==> src/rtl/fp_pkg.sv <==
`default_nettype none
// ============================================================================
// Module   : fp_pkg
// Brief    : Shared single-precision field widths, integer limits, FSM states
// Revision : 1.0
// ============================================================================
package fp_pkg;

    localparam int SIGN_W  = 1;
    localparam int EXP_W   = 8;
    localparam int FRAC_W  = 23;
    localparam int INT_W   = 32;
    localparam int SHCNT_W = 5;

    localparam logic [EXP_W-1:0] EXP_BIAS       = 8'd127;
    localparam logic [EXP_W-1:0] EXP_MAX        = 8'hFF;
    localparam logic [EXP_W-1:0] SHIFT_BASE_EXP = 8'd150;
    localparam logic [EXP_W-1:0] OVF_EXP        = 8'd158;

    localparam logic [INT_W-1:0] INT_MAX     = 32'h7FFF_FFFF;
    localparam logic [INT_W-1:0] INT_MIN     = 32'h8000_0000;
    localparam logic [INT_W-1:0] FP_NEG_2P31 = 32'hCF00_0000;

    typedef enum logic [1:0] {
        IDLE   = 2'd0,
        SHIFT  = 2'd1,
        FINISH = 2'd2,
        DONE   = 2'd3
    } state_t;

    // How FINISH should form the result, decided once at accept time
    typedef enum logic [2:0] {
        KIND_NUM  = 3'd0,
        KIND_ZERO = 3'd1,
        KIND_OVF  = 3'd2,
        KIND_MIN  = 3'd3,
        KIND_NAN  = 3'd4
    } kind_t;

endpackage
`default_nettype wire

==> src/rtl/fp_classify.sv <==
`default_nettype none
// ============================================================================
// Module   : fp_classify
// Brief    : Combinational IEEE-754 single-precision operand classifier
// Revision : 1.0
// ============================================================================
module fp_classify
    import fp_pkg::*;
(
    input  logic [EXP_W-1:0]  exponent,
    input  logic [FRAC_W-1:0] fraction,
    output logic              is_zero,
    output logic              is_denorm,
    output logic              is_inf,
    output logic              is_nan,
    output logic              is_normal
);

    logic w_exp_zero;
    logic w_exp_max;
    logic w_frac_zero;

    assign w_exp_zero  = (exponent == '0);
    assign w_exp_max   = (exponent == EXP_MAX);
    assign w_frac_zero = (fraction == '0);

    assign is_zero   = w_exp_zero &  w_frac_zero;
    assign is_denorm = w_exp_zero & ~w_frac_zero;
    assign is_inf    = w_exp_max  &  w_frac_zero;
    assign is_nan    = w_exp_max  & ~w_frac_zero;
    assign is_normal = ~w_exp_zero & ~w_exp_max;

endmodule
`default_nettype wire

==> src/rtl/fp_to_int.sv <==
`default_nettype none
// ============================================================================
// Module   : fp_to_int
// Brief    : Serial float32 -> int32 converter, round toward zero, with flags
// Revision : 1.0
// ============================================================================
module fp_to_int
    import fp_pkg::*;
(
    input  logic             clk,
    input  logic             rst,
    input  logic             in_valid,
    output logic             in_ready,
    input  logic [INT_W-1:0] x,
    output logic             out_valid,
    input  logic             out_ready,
    output logic [INT_W-1:0] result,
    output logic             overflow,
    output logic             invalid,
    output logic             inexact
);

    logic                w_sign;
    logic [EXP_W-1:0]    w_exp;
    logic [FRAC_W-1:0]   w_frac;
    logic [FRAC_W:0]     w_mant;
    logic                w_is_zero;
    logic                w_is_denorm;
    logic                w_is_inf;
    logic                w_is_nan;
    logic                w_is_normal;

    kind_t               w_kind;
    logic                w_left;
    logic                w_sticky0;
    logic [SHCNT_W-1:0]  w_shift_n;
    logic [EXP_W-1:0]    w_rdist;
    logic [EXP_W-1:0]    w_ldist;

    state_t              r_state;
    kind_t               r_kind;
    logic                r_sign;
    logic                r_left;
    logic                r_sticky;
    logic [SHCNT_W-1:0]  r_cnt;
    logic [INT_W-1:0]    r_work;
    logic [INT_W-1:0]    r_result;
    logic                r_overflow;
    logic                r_invalid;
    logic                r_inexact;
    logic                r_out_valid;

    assign w_sign  = x[EXP_W+FRAC_W +: SIGN_W];
    assign w_exp   = x[FRAC_W +: EXP_W];
    assign w_frac  = x[FRAC_W-1:0];
    assign w_mant  = {(w_exp != '0), w_frac};
    assign w_rdist = SHIFT_BASE_EXP - w_exp;
    assign w_ldist = w_exp - SHIFT_BASE_EXP;

    fp_classify u_classify (
        .exponent  (w_exp),
        .fraction  (w_frac),
        .is_zero   (w_is_zero),
        .is_denorm (w_is_denorm),
        .is_inf    (w_is_inf),
        .is_nan    (w_is_nan),
        .is_normal (w_is_normal)
    );

    // Only operands that can land inside int32 with a nonzero value take the shifter
    always_comb begin
        w_kind    = KIND_NUM;
        w_left    = 1'b0;
        w_sticky0 = 1'b0;
        w_shift_n = '0;
        if (w_is_nan) begin
            w_kind = KIND_NAN;
        end else if (w_is_inf || w_exp >= OVF_EXP) begin
            w_kind = (x == FP_NEG_2P31) ? KIND_MIN : KIND_OVF;
        end else if (w_is_zero) begin
            w_kind = KIND_ZERO;
        end else if (w_is_denorm) begin
            w_kind    = KIND_ZERO;
            w_sticky0 = 1'b1;
        end else if (w_is_normal && w_exp < EXP_BIAS) begin
            w_kind    = KIND_ZERO;
            w_sticky0 = 1'b1;
        end else if (w_exp < SHIFT_BASE_EXP) begin
            w_shift_n = w_rdist[SHCNT_W-1:0];
        end else begin
            w_left    = 1'b1;
            w_shift_n = w_ldist[SHCNT_W-1:0];
        end
    end

    always_ff @(posedge clk or negedge rst) begin
        if (!rst) begin
            r_state     <= IDLE;
            r_kind      <= KIND_NUM;
            r_sign      <= 1'b0;
            r_left      <= 1'b0;
            r_sticky    <= 1'b0;
            r_cnt       <= '0;
            r_work      <= '0;
            r_result    <= '0;
            r_overflow  <= 1'b0;
            r_invalid   <= 1'b0;
            r_inexact   <= 1'b0;
            r_out_valid <= 1'b0;
        end else begin
            case (r_state)
                IDLE: begin
                    if (in_valid) begin
                        r_kind   <= w_kind;
                        r_sign   <= w_sign;
                        r_left   <= w_left;
                        r_sticky <= w_sticky0;
                        r_cnt    <= w_shift_n;
                        r_work   <= {{(INT_W-FRAC_W-1){1'b0}}, w_mant};
                        r_state  <= SHIFT;
                    end
                end
                SHIFT: begin
                    if (r_cnt == '0) begin
                        r_state <= FINISH;
                    end else begin
                        r_cnt <= r_cnt - 1'b1;
                        if (r_left) begin
                            r_work <= r_work << 1;
                        end else begin
                            r_work   <= r_work >> 1;
                            r_sticky <= r_sticky | r_work[0];
                        end
                    end
                end
                FINISH: begin
                    r_out_valid <= 1'b1;
                    r_overflow  <= 1'b0;
                    r_invalid   <= 1'b0;
                    r_inexact   <= 1'b0;
                    r_state     <= DONE;
                    case (r_kind)
                        KIND_NAN: begin
                            r_result  <= INT_MAX;
                            r_invalid <= 1'b1;
                        end
                        KIND_OVF: begin
                            r_result   <= r_sign ? INT_MIN : INT_MAX;
                            r_overflow <= 1'b1;
                        end
                        KIND_MIN: begin
                            r_result <= INT_MIN;
                        end
                        KIND_ZERO: begin
                            r_result  <= '0;
                            r_inexact <= r_sticky;
                        end
                        default: begin
                            r_result  <= r_sign ? (~r_work + 1'b1) : r_work;
                            r_inexact <= r_sticky;
                        end
                    endcase
                end
                DONE: begin
                    if (out_ready) begin
                        r_out_valid <= 1'b0;
                        r_state     <= IDLE;
                    end
                end
                default: r_state <= IDLE;
            endcase
        end
    end

    assign in_ready  = (r_state == IDLE);
    assign out_valid = r_out_valid;
    assign result    = r_result;
    assign overflow  = r_overflow;
    assign invalid   = r_invalid;
    assign inexact   = r_inexact;

endmodule
`default_nettype wire

==> config.mk <==
export PLATFORM = sky130hd
export DESIGN_NAME = fp_to_int
export DESIGN_NICKNAME = d
export VERILOG_FILES = /design/src/rtl/fp_pkg.sv /design/src/rtl/fp_classify.sv /design/src/rtl/fp_to_int.sv
export SDC_FILE = /design/constraint.sdc
export NUM_CORES = 1
export LEC_CHECK = 0
export BUFFER_PORTS_ARGS = -buffer_cell sky130_fd_sc_hd__clkbuf_2
export CAP_MARGIN = 40
export CORE_MARGIN = 2
export CORE_UTILIZATION = 46
export CTS_BUF_LIST = sky130_fd_sc_hd__clkbuf_16
export DETAILED_ROUTE_END_ITERATION = 10
export GPL_TIMING_DRIVEN = 0
export PLACE_DENSITY = 0.66
export SYNTH_ARGS = -nofsm -noshare
export SYNTH_HDL_FRONTEND = slang
export SYNTH_SLANG_ARGS = --single-unit
==> constraint.sdc <==
create_clock -name clk -period 6.7 [get_ports clk]
set_input_delay 1.34 -clock clk [delete_from_list [all_inputs] [get_ports clk]]
set_output_delay 1.34 -clock clk [all_outputs]
set_load 0.01 [all_outputs]
==> results.md <==
- In the post-route analysis, the smallest setup slack over all paths is 3.85 ns.
- The multiplexer fraction of the synthesized cell area is 0.0768.
- The CTS sink count is 81.
- The netlist uses 55 different library cells.
- The synthesized net count is 614.
- Counting instances, the worst hold path has a depth of 1.
- The capture instance of the worst register-to-register path is r_work[20].
- The beginning of the worst hold path is result[3].
- The routing usage on met3 is 0.0313.
- The finished cells cover 5910 um^2.
- The number of antenna diodes in the final layout is 0.
- Hold repair after CTS inserted 0 buffers.
- The critical path required time is 6.98 ns.
- TritonCTS built the clock tree.
- Counting along the longest clock path gives a buffer depth of 2.
- The placed instances occupy a cell area of 5570 um^2.
- The smallest clock period supported by the final layout is computed as 2.85 ns.
- The overall power of the completed layout is 3.04 mW.
- The sequential-to-total area share from yosys stat is 0.404.
- The slew at the pin closest to its max-slew limit is 0.779 ns.
- Once detail routing completed, the nets flagged for antenna violations numbered 0.
- Hold is met by 0.476 ns.
- The combined area of all synthesized cells is 5020 um^2.
- The area growth from synthesis to layout is 17.8%.
- For this run, global-route usage on met2 was measured as 0.393.
- The initial utilization of the core area, before any placement, comes to 0.467.
- The critical-path maximum fanout is 6.
- The via density per instance is 5.76.
- The DRC violation count after routing is 0.
- The worst-skew pair later-pin latency is 0.35 ns.
- The overall global routing resource usage is 0.248.
- The global placement routability congestion is 0.906.
- For this run, the top clock speed supported by timing is 350 MHz.
- The worst hold path belongs to the class flop to flop.
- The number of port buffers is 70.
- The area fraction in compound gates after synthesis is 0.226.
- By area, the combinational part of the netlist is dominated by compound AO/OA/AOI/OAI gates.
- The pre-CTS worst setup slack is 3.49 ns.
- The maximum number of pins on one net before global-route repair is 51.
- The count of final hold-check violations is 0.
- The first TritonRoute pass finished after 5 iterations.
- The number of placed instances, taps included is 777.
- The global routing met1 resource utilization is 0.327.
- The prevailing post-synth register cell is sky130_fd_sc_hd__dfrtp_1.
- The synthesized area divided by synthesized cell count is 8.87 um^2.
- The global routing's busiest layer is met2.
- The endpoint type of the worst setup path is a flop.
- Fill cells in the final layout number 1008.
- In this run the horizontal extent of the chip is 108 um.
- The number of clock buffers inserted by TritonCTS is 9.
- The H-tree depth is 3.
- The flop and latch count out of synthesis is 81.
- The kind of launch point of the worst setup path is a primary input.
- Of the total synthesized cell area, the portion taken by AND, OR, NAND and NOR gates is 0.161.
- The area share of fa/ha/maj cells after synthesis is 0.0299.
- The depth of the worst register-to-register path is 8.
- Measured on the finished design, the core utilization comes to 0.550.
- The first global-routing pass estimated 22.7 mm of wire.
- For this run, the number of Yosys warnings is 0.
- In this run the post-CTS setup repair buffer count came out at 0.
- The ratio of cells with drive above 1 in the final layout is 0.156.
- 73 I/O pins were placed.
- The worst clock skew on the final layout is 0.00502 ns.
- After the first detailed-routing iteration, the DRC count stood at 254.
- The type of the setup path with the least slack is primary input to flop.
- The number of cells in the finished layout apart from fillers is 793.
- The xor/xnor share of the synthesized area is 0.0576.
- The summed negative setup slack over all endpoints is 0 ns.
- The count of final max-slew check failures was 0.
- From bottom edge to top edge, the die measures 108 um.
- The number of rows created at floorplan is 38.
- In this run the tightest slew margin relative to its limit is 0.474.
- The startpoint identified for the worst register-to-register timing path is r_cnt[0].
- The path with the worst hold slack has its endpoint at result[3].
- The core footprint is 10700 um^2.
- The worst endpoint data arrival time is 3.14 ns.
- The cell sitting at the root of the clock tree is a sky130_fd_sc_hd__clkbuf_16.
- The analysis attributes to cell leakage a power of 2.48 nW.
- Setup violations remaining at the end of the flow were counted as 0.
- The initial antenna violation count is 0.
- Of all flip-flops after synthesis, the portion carrying an async set or reset was 1.00.
- The setup check on the worst reg-to-reg path leaves a slack of 4.04 ns.
- The routed layout has 4567 vias.
- The worst-case IR drop observed on VDD is 0.253 mV.
- The number of max-cap violations is 0.
- The overall die area is 11800 um^2.
- The via count of the first global-routing pass is 4604.
- The total overflow reported by the global router is 0.
- In the synthesized netlist, the number of instances is 566.
- The number of synthesized flops with an enable pin is 0.
- In the final design database the tool counted 696 nets.
- The detailed-placement wirelength estimate is 10.4 mm.
- The number of gates resized after CTS is 0.
- After clock tree synthesis, the clock-pin slew on the worst setup and hold paths is 0.06 ns.
- In this run the power density over the cells is 514 nW/um^2.
- The total wire length is 13.8 mm.
- Of the available clock period, the critical path in the final layout requires 0.426.
- The routed length per placed instance is 17.3 um.
- The flow ran to the end, and the final reports show no timing, DRC or antenna violations.
- Setup repair after global routing left no endpoint under its margin.
[registers in the layout, summed over array words and instances (netlist names)]
| signal | count |
|---|---|
| r_sticky | 1 |
| r_work | 32 |
| r_cnt | 5 |
| result | 32 |
| r_left | 1 |
| r_state | 2 |
| overflow | 1 |
| r_kind | 3 |
| inexact | 1 |
| r_sign | 1 |
| invalid | 1 |
| out_valid | 1 |
[power by group]
part	switching [mW]	leakage, nW	internal, mW
Sequential	0.204	0.997	0.715
Clock	0.200	0.164	0.361
Combinational	0.949	1.32	0.610
Total	1.35	2.48	1.68
[routing by layer]
| metal | vias to the layer above | share of wire |
|---|---|---|
| met5 | - | 0 |
| met4 | 0 | 0.035 |
| met3 | 28 | 0.038 |
| met2 | 126 | 0.47 |
| met1 | 2194 | 0.46 |
| li1 | 2219 | - |
[synthesized netlist by cell type (all sizes together), types with 4 or more instances]
master / count / area share
a211oi: 26 / 0.039
or3: 4 / 0.0060
o31ai: 20 / 0.030
nand2: 44 / 0.033
ha: 12 / 0.030
inv: 12 / 0.0090
buf: 7 / 0.0072
mux2: 4 / 0.0090
o41ai: 8 / 0.017
nand3: 10 / 0.010
nor2b: 4 / 0.0050
or4: 7 / 0.012
clkbuf: 38 / 0.028
mux2i: 34 / 0.068
a21oi: 33 / 0.033
o21a: 9 / 0.013
dfrtp: 81 / 0.40
xnor2: 5 / 0.0087
xor2: 28 / 0.049
nand2b: 4 / 0.0050
nor4: 9 / 0.012
o21ai: 55 / 0.055
nor3: 9 / 0.0090
nor2: 67 / 0.050
[logic make-up after synthesis]
kind of cell    count (synthesis)
xor+xnor                       33
buf+inv                        57
simple gates                  170
flops                          81
compound gates                175
fa+ha+maj                      12
mux                            38
[how the worst max path moves through the flow]
stage,from,endpoint,depth (start not counted)
3_3_place_gp,rst,result[2],1
2_1_floorplan,x[28],r_cnt[4],5
3_5_place_dp,x[28],r_cnt[4],6
6_report,x[28],r_cnt[4],6
5_1_grt,r_cnt[1],r_work[20],8
4_1_cts,x[28],r_cnt[4],6
[layout make-up]
class	instances	area, um^2	area share
plain buffers	45	179	0.0303
clock buffers	9	225	0.0381
clock inverters	7	110	0.0186
inverters	12	45.0	0.00762
multi-input cells	428	2770	0.468
flip-flops and latches	81	2030	0.343
well taps	140	175	0.0296
repair buffers	71	380	0.0644
[cells in the final DEF (no fill, tap or decap), types with 3 or more instances in the layout]
cell type,count
sky130_fd_sc_hd__or4_1,5
sky130_fd_sc_hd__or3_1,3
sky130_fd_sc_hd__bufinv_16,3
sky130_fd_sc_hd__o31ai_1,20
sky130_fd_sc_hd__o41ai_1,6
sky130_fd_sc_hd__a22o_1,3
sky130_fd_sc_hd__buf_1,4
sky130_fd_sc_hd__ha_1,12
sky130_fd_sc_hd__nand3_1,10
sky130_fd_sc_hd__o21a_1,9
sky130_fd_sc_hd__mux2_2,4
sky130_fd_sc_hd__o21ai_0,55
sky130_fd_sc_hd__a211oi_1,26
sky130_fd_sc_hd__xor2_1,28
sky130_fd_sc_hd__clkbuf_1,38
sky130_fd_sc_hd__mux2i_1,34
sky130_fd_sc_hd__nor3_1,9
sky130_fd_sc_hd__nand4_1,3
sky130_fd_sc_hd__nor2b_1,4
sky130_fd_sc_hd__nor4_1,8
sky130_fd_sc_hd__xnor2_1,5
sky130_fd_sc_hd__dfrtp_1,81
sky130_fd_sc_hd__clkbuf_16,9
sky130_fd_sc_hd__inv_1,13
sky130_fd_sc_hd__o22ai_1,3
sky130_fd_sc_hd__nor2_1,67
sky130_fd_sc_hd__nand2_1,44
sky130_fd_sc_hd__clkbuf_2,69
sky130_fd_sc_hd__nand2b_1,4
sky130_fd_sc_hd__a21oi_1,33
[critical path: stages]
cell	delay, ns
sky130_fd_sc_hd__clkbuf_2	0.12
sky130_fd_sc_hd__o21ai_0	0.48
sky130_fd_sc_hd__o41a_1	0.33
sky130_fd_sc_hd__nand3_1	0.20
sky130_fd_sc_hd__or4_1	0.57
sky130_fd_sc_hd__nand2_1	0.09
(Power assumes the default switching activity.)
